File: config.mk
export PLATFORM = sky130hd
export DESIGN_NAME = mips_multicycle_sequencer
export DESIGN_NICKNAME = d
export VERILOG_FILES = /design/src/rtl/mips_ctrl_pkg.sv /design/src/rtl/seq_wait_watchdog.sv /design/src/rtl/mips_multicycle_sequencer.sv
export SDC_FILE = /design/constraint.sdc
export NUM_CORES = 1
export LEC_CHECK = 0
export CAP_MARGIN = 40
export CORE_UTILIZATION = 47
export DETAILED_ROUTE_END_ITERATION = 12
export GPL_TIMING_DRIVEN = 0
export PLACE_DENSITY = 0.8
export SYNTH_ARGS = -nofsm -noshare
export SYNTH_HDL_FRONTEND = slang
export SYNTH_HIERARCHICAL = 1
export SYNTH_SLANG_ARGS = --single-unit
File: constraint.sdc
create_clock -name clk -period 2.9 [get_ports clk]
set_clock_uncertainty 0.15 [all_clocks]
set_input_delay 0.29 -clock clk [delete_from_list [all_inputs] [get_ports clk]]
set_output_delay 0.29 -clock clk [all_outputs]
set_load 0.02 [all_outputs]
File: src/rtl/mips_ctrl_pkg.sv
// Opcode map and sequencer state encoding shared by the multicycle control blocks.
package mips_ctrl_pkg;

   localparam logic [5:0] OP_ADD  = 6'd1;
   localparam logic [5:0] OP_SUB  = 6'd2;
   localparam logic [5:0] OP_ADDI = 6'd3;
   localparam logic [5:0] OP_LW   = 6'd4;
   localparam logic [5:0] OP_SW   = 6'd5;
   localparam logic [5:0] OP_AND  = 6'd6;
   localparam logic [5:0] OP_OR   = 6'd7;
   localparam logic [5:0] OP_NOR  = 6'd8;
   localparam logic [5:0] OP_BEQ  = 6'd9;
   localparam logic [5:0] OP_BNE  = 6'd10;
   localparam logic [5:0] OP_SLT  = 6'd11;
   localparam logic [5:0] OP_EOF  = 6'd12;

   typedef enum logic [2:0] {
      S_IDLE,
      S_FETCH,
      S_DECODE,
      S_EXEC,
      S_MEM,
      S_WB,
      S_HALT,
      S_ERROR
   } state_t;

   // Anything outside the defined 1..12 range retires as a no-op.
   function automatic logic is_nop(input logic [5:0] op);
      return (op == 6'd0) || (op > OP_EOF);
   endfunction

endpackage

File: src/rtl/seq_wait_watchdog.sv
// Memory-wait watchdog: counts not-ready cycles in FETCH/MEM, flags timeout combinationally.
// Latency: timeout rises in the TIMEOUT-th consecutive not-ready cycle; no backpressure.
module seq_wait_watchdog #(
   parameter int TIMEOUT = 255
) (
   input  logic clk,
   input  logic reset,
   input  logic wait_active,
   input  logic ready,
   output logic timeout
);

   localparam int W = $clog2(TIMEOUT + 1);

   logic [W-1:0] cnt;

   // Cleared outside a wait and on ready, so each FETCH/MEM visit starts from zero.
   always_ff @(posedge clk or posedge reset) begin
      if (reset)
         cnt <= '0;
      else if (!wait_active || ready)
         cnt <= '0;
      else if (!timeout)
         cnt <= cnt + 1'b1;
   end

   assign timeout = wait_active && !ready && (cnt == W'(TIMEOUT - 1));

endmodule

File: src/rtl/mips_multicycle_sequencer.sv
// Multicycle MIPS control FSM: FETCH/DECODE/EXEC/MEM/WB with Mealy step strobes, halts on eof.
// Latency ALU 4, lw 5, sw 4, branch 3, NOP 2; stalls on imem/dmem ready; SEQ_WATCHDOG_EN adds wait timeout.
module mips_multicycle_sequencer
   import mips_ctrl_pkg::*;
#(
   parameter int CNT_W       = 16,
   parameter int MEM_TIMEOUT = 255
) (
   input  logic             clk,
   input  logic             reset,
   input  logic             start,
   input  logic [5:0]       opcode,
   input  logic             branch_taken,
   input  logic             imem_ready,
   input  logic             dmem_ready,
   output logic             imem_req,
   output logic             ir_we,
   output logic             pc_we,
   output logic             pc_sel,
   output logic             dmem_req,
   output logic             dmem_we,
   output logic             reg_we,
   output logic             wb_data_sel,
   output logic             busy,
   output logic             done,
   output logic             error,
   output logic [CNT_W-1:0] instr_count
);

   state_t state, state_nxt;
   logic   timeout;

`ifdef SEQ_WATCHDOG_EN
   logic wait_active;
   logic wait_ready;

   assign wait_active = (state == S_FETCH) || (state == S_MEM);
   assign wait_ready  = (state == S_FETCH) ? imem_ready : dmem_ready;

   seq_wait_watchdog #(.TIMEOUT(MEM_TIMEOUT)) u_wait_watchdog (
      .clk         (clk),
      .reset       (reset),
      .wait_active (wait_active),
      .ready       (wait_ready),
      .timeout     (timeout)
   );

   assign error = (state == S_ERROR);
`else
   // Waits are unbounded here; the timeout term folds to a constant 0.
   assign timeout = (MEM_TIMEOUT < 0);
   assign error   = 1'b0;
`endif

   always_ff @(posedge clk or posedge reset) begin
      if (reset)
         state <= S_IDLE;
      else
         state <= state_nxt;
   end

   always_comb begin
      state_nxt   = state;
      imem_req    = 1'b0;
      ir_we       = 1'b0;
      pc_we       = 1'b0;
      pc_sel      = 1'b0;
      dmem_req    = 1'b0;
      dmem_we     = 1'b0;
      reg_we      = 1'b0;
      wb_data_sel = 1'b0;
      done        = 1'b0;
      case (state)
         S_IDLE: begin
            if (start)
               state_nxt = S_FETCH;
         end
         S_FETCH: begin
            imem_req = 1'b1;
            if (imem_ready) begin
               ir_we     = 1'b1;
               state_nxt = S_DECODE;
            end else if (timeout) begin
               state_nxt = S_ERROR;
            end
         end
         S_DECODE: begin
            if (opcode == OP_EOF) begin
               state_nxt = S_HALT;
            end else if (is_nop(opcode)) begin
               pc_we     = 1'b1;
               state_nxt = S_FETCH;
            end else begin
               state_nxt = S_EXEC;
            end
         end
         S_EXEC: begin
            if (opcode == OP_BEQ || opcode == OP_BNE) begin
               pc_we     = 1'b1;
               pc_sel    = branch_taken;
               state_nxt = S_FETCH;
            end else if (opcode == OP_LW || opcode == OP_SW) begin
               state_nxt = S_MEM;
            end else begin
               state_nxt = S_WB;
            end
         end
         S_MEM: begin
            dmem_req = 1'b1;
            dmem_we  = (opcode == OP_SW);
            if (dmem_ready) begin
               if (opcode == OP_SW) begin
                  pc_we     = 1'b1;
                  state_nxt = S_FETCH;
               end else begin
                  state_nxt = S_WB;
               end
            end else if (timeout) begin
               state_nxt = S_ERROR;
            end
         end
         S_WB: begin
            reg_we      = 1'b1;
            wb_data_sel = (opcode == OP_LW);
            pc_we       = 1'b1;
            state_nxt   = S_FETCH;
         end
         S_HALT: begin
            done = 1'b1;
         end
         default: begin
         end
      endcase
   end

   assign busy = state inside {S_FETCH, S_DECODE, S_EXEC, S_MEM, S_WB};

   // Every pc_we pulse is a retirement; the counter sticks at all-ones.
   always_ff @(posedge clk or posedge reset) begin
      if (reset)
         instr_count <= '0;
      else if (pc_we && (instr_count != {CNT_W{1'b1}}))
         instr_count <= instr_count + 1'b1;
   end

endmodule

## Yosys cells after proc, flatten, opt, wreduce, memory -nomap -nowiden

Index checks and enable logic that the tools add are counted.

| cells by class | value |
|---|---|
| eq/ne operators | 15 |
| multiplexer cells | 25 |
| reduce and logical (&&, ||, !) cells | 9 |
| $add $sub $neg | 1 |
| magnitude comparators | 1 |

Operators with widths:

| cell | count |
|---|---|
| == test 6 x 4 -> 1 bit, second input constant | 3 |
| 2-to-1 mux 3 bit | 6 |
| one-hot mux 3 bit (6 select lines) | 1 |
| adder 16 x 1 -> 16 bit, second input constant | 1 |
| 2-to-1 mux 1 bit | 16 |
| != test 16 bit, second input constant | 1 |
| == test 6 x 3 -> 1 bit, second input constant | 2 |
| == test 3 bit, second input constant | 3 |
| == test 3 x 2 -> 1 bit, second input constant | 2 |
| > comparator 6 x 4 -> 1 bit, second input constant | 1 |
| zero test 6 bit | 1 |
| != test 2 bit, second input constant | 3 |
| nonzero test 6 bit | 1 |
| nonzero test 5 bit | 1 |
| one-hot mux 1 bit (4 select lines) | 1 |
| AND reduction 4 bit | 1 |
| == test 3 x 1 -> 1 bit, second input constant | 1 |
| zero test 3 bit | 1 |
| logical OR 1 bit | 3 |
| 2-to-1 mux 2 bit | 1 |
| logical AND 1 bit | 1 |

| word-level totals | value |
|---|---|
| input bits | 12 |
| output and inout port bits | 27 |
| register bits after elaboration | 19 |
| logic and storage cells | 53 |

## Depth between registers and ports, before layout

| logic depth | value |
|---|---|
| depth in word-level cells | 6 |
| gate-level depth with buffers | 6 |
| mapped depth without buffers | 6 |

## Least setup slack after synthesis

Ideal clock, no wire load.

| timing | value |
|---|---|
| path type | flip-flop to flip-flop |
| start point | register state[1] |
| end point | register instr_count[15] |
| arrival time | 1.921 ns |
| library setup time | 0.131 ns |
| path buffers | 0 |
| cell stages (with the launch flop) | 7 |
| clock period less this slack | 2.202 ns |
| data required time | 2.619 ns |
| setup slack | 0.698 ns |
| cells stage by stage | dfrtp_1 > ha_1 > nand3b_1 > or4_1 > nor4_2 > o21ai_0 > xnor2_1 |

| between the ends | value |
|---|---|
| word-level cells in the longest chain between the ends | 3 |
| elaborated cells between the ends (all ways) | 6 |
| those cells by class | eq/ne (4); mux (1); reduce/logical (1) |

RTL lines:

| item | line | source |
|---|---|---|
| start, declared | mips_multicycle_sequencer.sv:30 | `state_t state, state_nxt;` |
| start signal, assigned | mips_multicycle_sequencer.sv:59 | `state <= state_nxt;` |
| == test 3 bit or == test 3 x 2 -> 1 bit (tied branches) | mips_multicycle_sequencer.sv:73 | `case (state)` |
| one-hot mux 1 bit (4 select lines) * | mips_multicycle_sequencer.sv:73 |  |
| logical AND 1 bit * | mips_multicycle_sequencer.sv:142 | `else if (pc_we && (instr_count != {CNT_W{1'b1}}))` |
| end signal, assigned | mips_multicycle_sequencer.sv:143 | `instr_count <= instr_count + 1'b1;` |
| end, declared | mips_multicycle_sequencer.sv:27 | `output logic [CNT_W-1:0] instr_count` |

Every way passes the cells marked *; elsewhere a longest branch is shown, timed or not.
A chain may end at the register's enable or synchronous reset.

## Final worst setup path

| timing | value |
|---|---|
| start point | input opcode[5] |
| end point | output pc_we |

| between the ends | value |
|---|---|
| word-level cells in the longest chain between the ends | 5 |
| elaborated cells between the ends (all ways) | 14 |
| those cells by class | order compare (1); eq/ne (4); mux (6); reduce/logical (3) |

RTL lines:

| item | line | source |
|---|---|---|
| start, declared | mips_multicycle_sequencer.sv:12 | `input logic [5:0] opcode,` |
| > comparator 6 x 4 -> 1 bit or zero test 6 bit (tied branches) | mips_ctrl_pkg.sv:30 | `return (op == 6'd0) \|\| (op > OP_EOF);` |
| logical OR 1 bit | mips_ctrl_pkg.sv:30 |  |
| 2-to-1 mux 1 bit | mips_multicycle_sequencer.sv:90 | `end else if (is_nop(opcode)) begin` |
| 2-to-1 mux 1 bit | mips_multicycle_sequencer.sv:88 | `if (opcode == OP_EOF) begin` |
| one-hot mux 1 bit (4 select lines) * | mips_multicycle_sequencer.sv:73 |  |
| end, declared | mips_multicycle_sequencer.sv:18 | `output logic pc_we,` |

Marks and branches as above.

==> flow_metrics.py <==
metrics = {
    "die": {
        "die_h_um": 54.6,
        "die_x_um": 54.6,
        "core_area_um2": 2540,
        "rows": 18,
        "die_area_um2": 2980,
        "initial_core_util": 0.510,
        "num_io_pins": 39,
    },
    "clock_network": {
        "clkSinkCount": 19,
        "cts_buffers": 3,
        "clk_pin_slew_ns": 0.12,
        "worstSkewPairLatency_ns": 0.30,
        "h-tree-depth": 1,
        "cts_tree": "done",
        "clock_path_buffers": 2,
        "postCtsSetupBuffers": 0,
        "holdBufCountCts": 0,
        "root_buffer": "clkbuf_4",
    },
    "worst_setup_path": {
        "max_stage_delay_ns": 0.54,
        "worstReg2RegStart": "state[2]",
        "critPathMaxFanout": 5,
        "ff2ff_path_depth": 6,
        "crit_chain": "clkdlybuf4s50_1 > or3_1 > nor3_4 > nor3_2 > or2_2 > clkdlybuf4s50_1",
        "slowest_stage": "clkdlybuf4s50_1",
        "regToRegEndpoint": "instr_count[15]",
        "cp.required_ns": 2.46,
        "r2r_slack_ns": 0.49,
        "path_class": "in2out",
        "cpMostUsedCell": "clkdlybuf4s50_1",
        "crit_buf_inv": 2,
        "critPathArrivalTime_ns": 2.46,
        "end_kind": "output port",
        "startpoint_type": "input pin",
        "cp_top_family": "simple AND/OR/NAND/NOR gates",
    },
    "cells_and_area": {
        "fin_cells": 212,
        "diodes": 0,
        "multi_input_comb_area_um2": 813,
        "drive_gt1_frac": 0.104,
        "utilization": 0.695,
        "areaGrowthSynthToFinish_pct": 36.1,
        "final_nets": 197,
        "seq_area_um2": 475,
        "n_fill_cell": 208,
    },
    "route": {
        "vias": 1229,
        "drt_first_pass_iters": 4,
        "ant_nets": 0,
        "drc_errors": 0,
        "routed_wl_mm": 3.02,
        "drt-initial-drc-count": 23,
        "wl_per_cell_um": 14.3,
        "viasPerCell": 5.80,
    },
    "synth": {
        "synth_top_family_by_area": "simple AND/OR/NAND/NOR gates",
        "synth.net_count": 155,
        "synth_commonest_cells": "19 x dfrtp_1, 14 x xnor2_1, 12 x o21ai_0",
        "synth_compound_area_frac": 0.139,
        "synthSimpleGateAreaFrac": 0.320,
        "synth_area_leaders": "dfrtp_1 37%, xnor2_1 9.4%, o21ai_0 4.6%",
        "yosys_warnings": 6,
        "ys_seq_area_frac": 0.366,
        "synth_flop_cell": "dfrtp_1",
        "yosys.cell_types.count": 45,
        "async_flop_share": 1.00,
        "synth_top_area_frac": 0.366,
        "synthAdderAreaFrac": 0.0193,
        "synthCells": 141,
        "netlist_area_um2": 1300,
        "synth.avg_cell_area_um2": 9.21,
        "synth_xor_area_frac": 0.101,
        "synth.mux.area_fraction": 0.0193,
        "ys_ff_latch": 19,
        "yosysTopAreaCell": "dfrtp_1",
        "synth_edf_count": 0,
        "synth.most_common_cell": "dfrtp_1",
    },
    "global_route": {
        "grt_pass1_vias": 1075,
        "antenna_found_initial": 0,
        "grtUsageMet2": 0.360,
        "grt.busiest_layer": "met2",
        "overflow": 0,
        "grt_max_degree": 20,
        "use_met1": 0.306,
        "grt_pass1_wl_mm": 4.77,
        "grt_usage": 0.224,
        "grtUsageMet3": 0.0333,
    },
    "flow_run": {
        "cap_violations": 0,
    },
    "placed_design": {
        "dp_hpwl_mm": 2.32,
        "dp_slack_ns": -0.0172,
        "io_buffers": 37,
        "dp.cells": 208,
        "place_congestion": 0.872,
    },
    "min_path": {
        "holdCritPathClass": "in2async",
    },
    "power": {
        "vdd_drop_max_v": 0.000432,
        "p_total_mw": 1.05,
        "powerDensity_nw_per_um2": 591,
        "power_leakage_nw": 0.689,
    },
    "sta": {
        "period_needed_ns": 2.90,
        "finalHoldViolCount": 0,
        "max_freq_mhz": 345,
        "fin_crit_sh": 0.999,
        "rsz0062_at_grt": "yes",
        "slew_headroom": 0.521,
        "setup_slack_ns": 0.00391,
        "final-setup-viol-count": 0,
        "drv_slew": 0,
        "hold_ws_ns": 0.233,
        "worst_slew_pin_slew_ns": 0.718,
    },
    "run_status": {
        "status": "finished clean",
    },
}
==> cell usage in the layout (no fill, tap or decap), types with 2 or more instances in the layout <==
master	instances
nand3_1	4
nor4_2	2
nor4_4	2
a21oi_1	3
nor2_1	10
nor3b_1	2
nand2b_1	2
ha_1	2
o21ai_0	12
clkbuf_4	3
xnor2_1	14
o211ai_1	5
and2_1	5
clkdlybuf4s50_1	36
inv_1	6
clkbuf_1	3
and3_1	3
nor3_1	4
nand3b_1	2
nand4_1	4
dfrtp_1	19
nand2_1	8
nor4b_1	2
nor3_2	2
==> metrics by stage <==
stage	setup TNS, ns	instance area [um2]
floorplan	0	1300
global placement	0	1710
detailed placement	-0.0172	1710
CTS	0	1740
global route	-0.0573	1770
finish	0	1770
==> routing by layer <==
| layer | wire, um | share of wire | vias up |
|---|---|---|---|
| met5 | 0 | 0 | - |
| met4 | 30 | 0.0099 | 0 |
| met3 | 162 | 0.054 | 4 |
| met2 | 1450 | 0.48 | 38 |
| met1 | 1380 | 0.46 | 590 |
| li1 | - | - | 597 |
==> worst max-delay path by stage <==
| stage | slack, ns | cells past startpoint | to | start |
|---|---|---|---|---|
| after floorplan | 0.70 | 6 | instr_count[15] | state[1] |
| after global placement | 0.004 | 6 | pc_we | opcode[5] |
| after detailed placement | -0.02 | 6 | pc_we | opcode[5] |
| after CTS | 0.004 | 4 | wb_data_sel | opcode[1] |
| after global routing | -0.06 | 6 | pc_we | opcode[5] |
| final | 0.004 | 6 | pc_we | opcode[5] |
==> state kept, by name, summed over array words and instances (netlist names) <==
| register | cells |
|---|---|
| instr_count | 16 |
| state | 3 |
==> final cells by class <==
cell class	instances	share of cell area
multi-input cells	112	0.460
flip-flops and latches	19	0.269
repair buffers	37	0.211
well taps	30	0.0212
clock buffers	4	0.0149
inverters	6	0.0127
plain buffers	4	0.0113
==> power breakdown <==
group	internal, mW	switching, mW	leakage (nW)
combinational	0.244	0.297	0.425
clock	0.0537	0.0879	0.0150
sequential	0.307	0.0556	0.250
==> timing repair <==
item,in CTS,in global routing
setup endpoints to repair,1,2
gates resized for setup,2,4
pin swaps,0,1
endpoints found under the hold margin,0,0
==> cells by family (layout without fill, tap and decap cells) <==
family,Yosys count,in the layout
AND/OR/NAND/NOR,63,63
AO/OA/AOI/OAI,29,29
flip-flops,19,19
XOR/XNOR,15,15
buffers and inverters,10,51
adder cells (fa/ha/maj),2,2
multiplexers,2,2
other,1,1
Note: power is estimated with default switching activity, not from simulation.
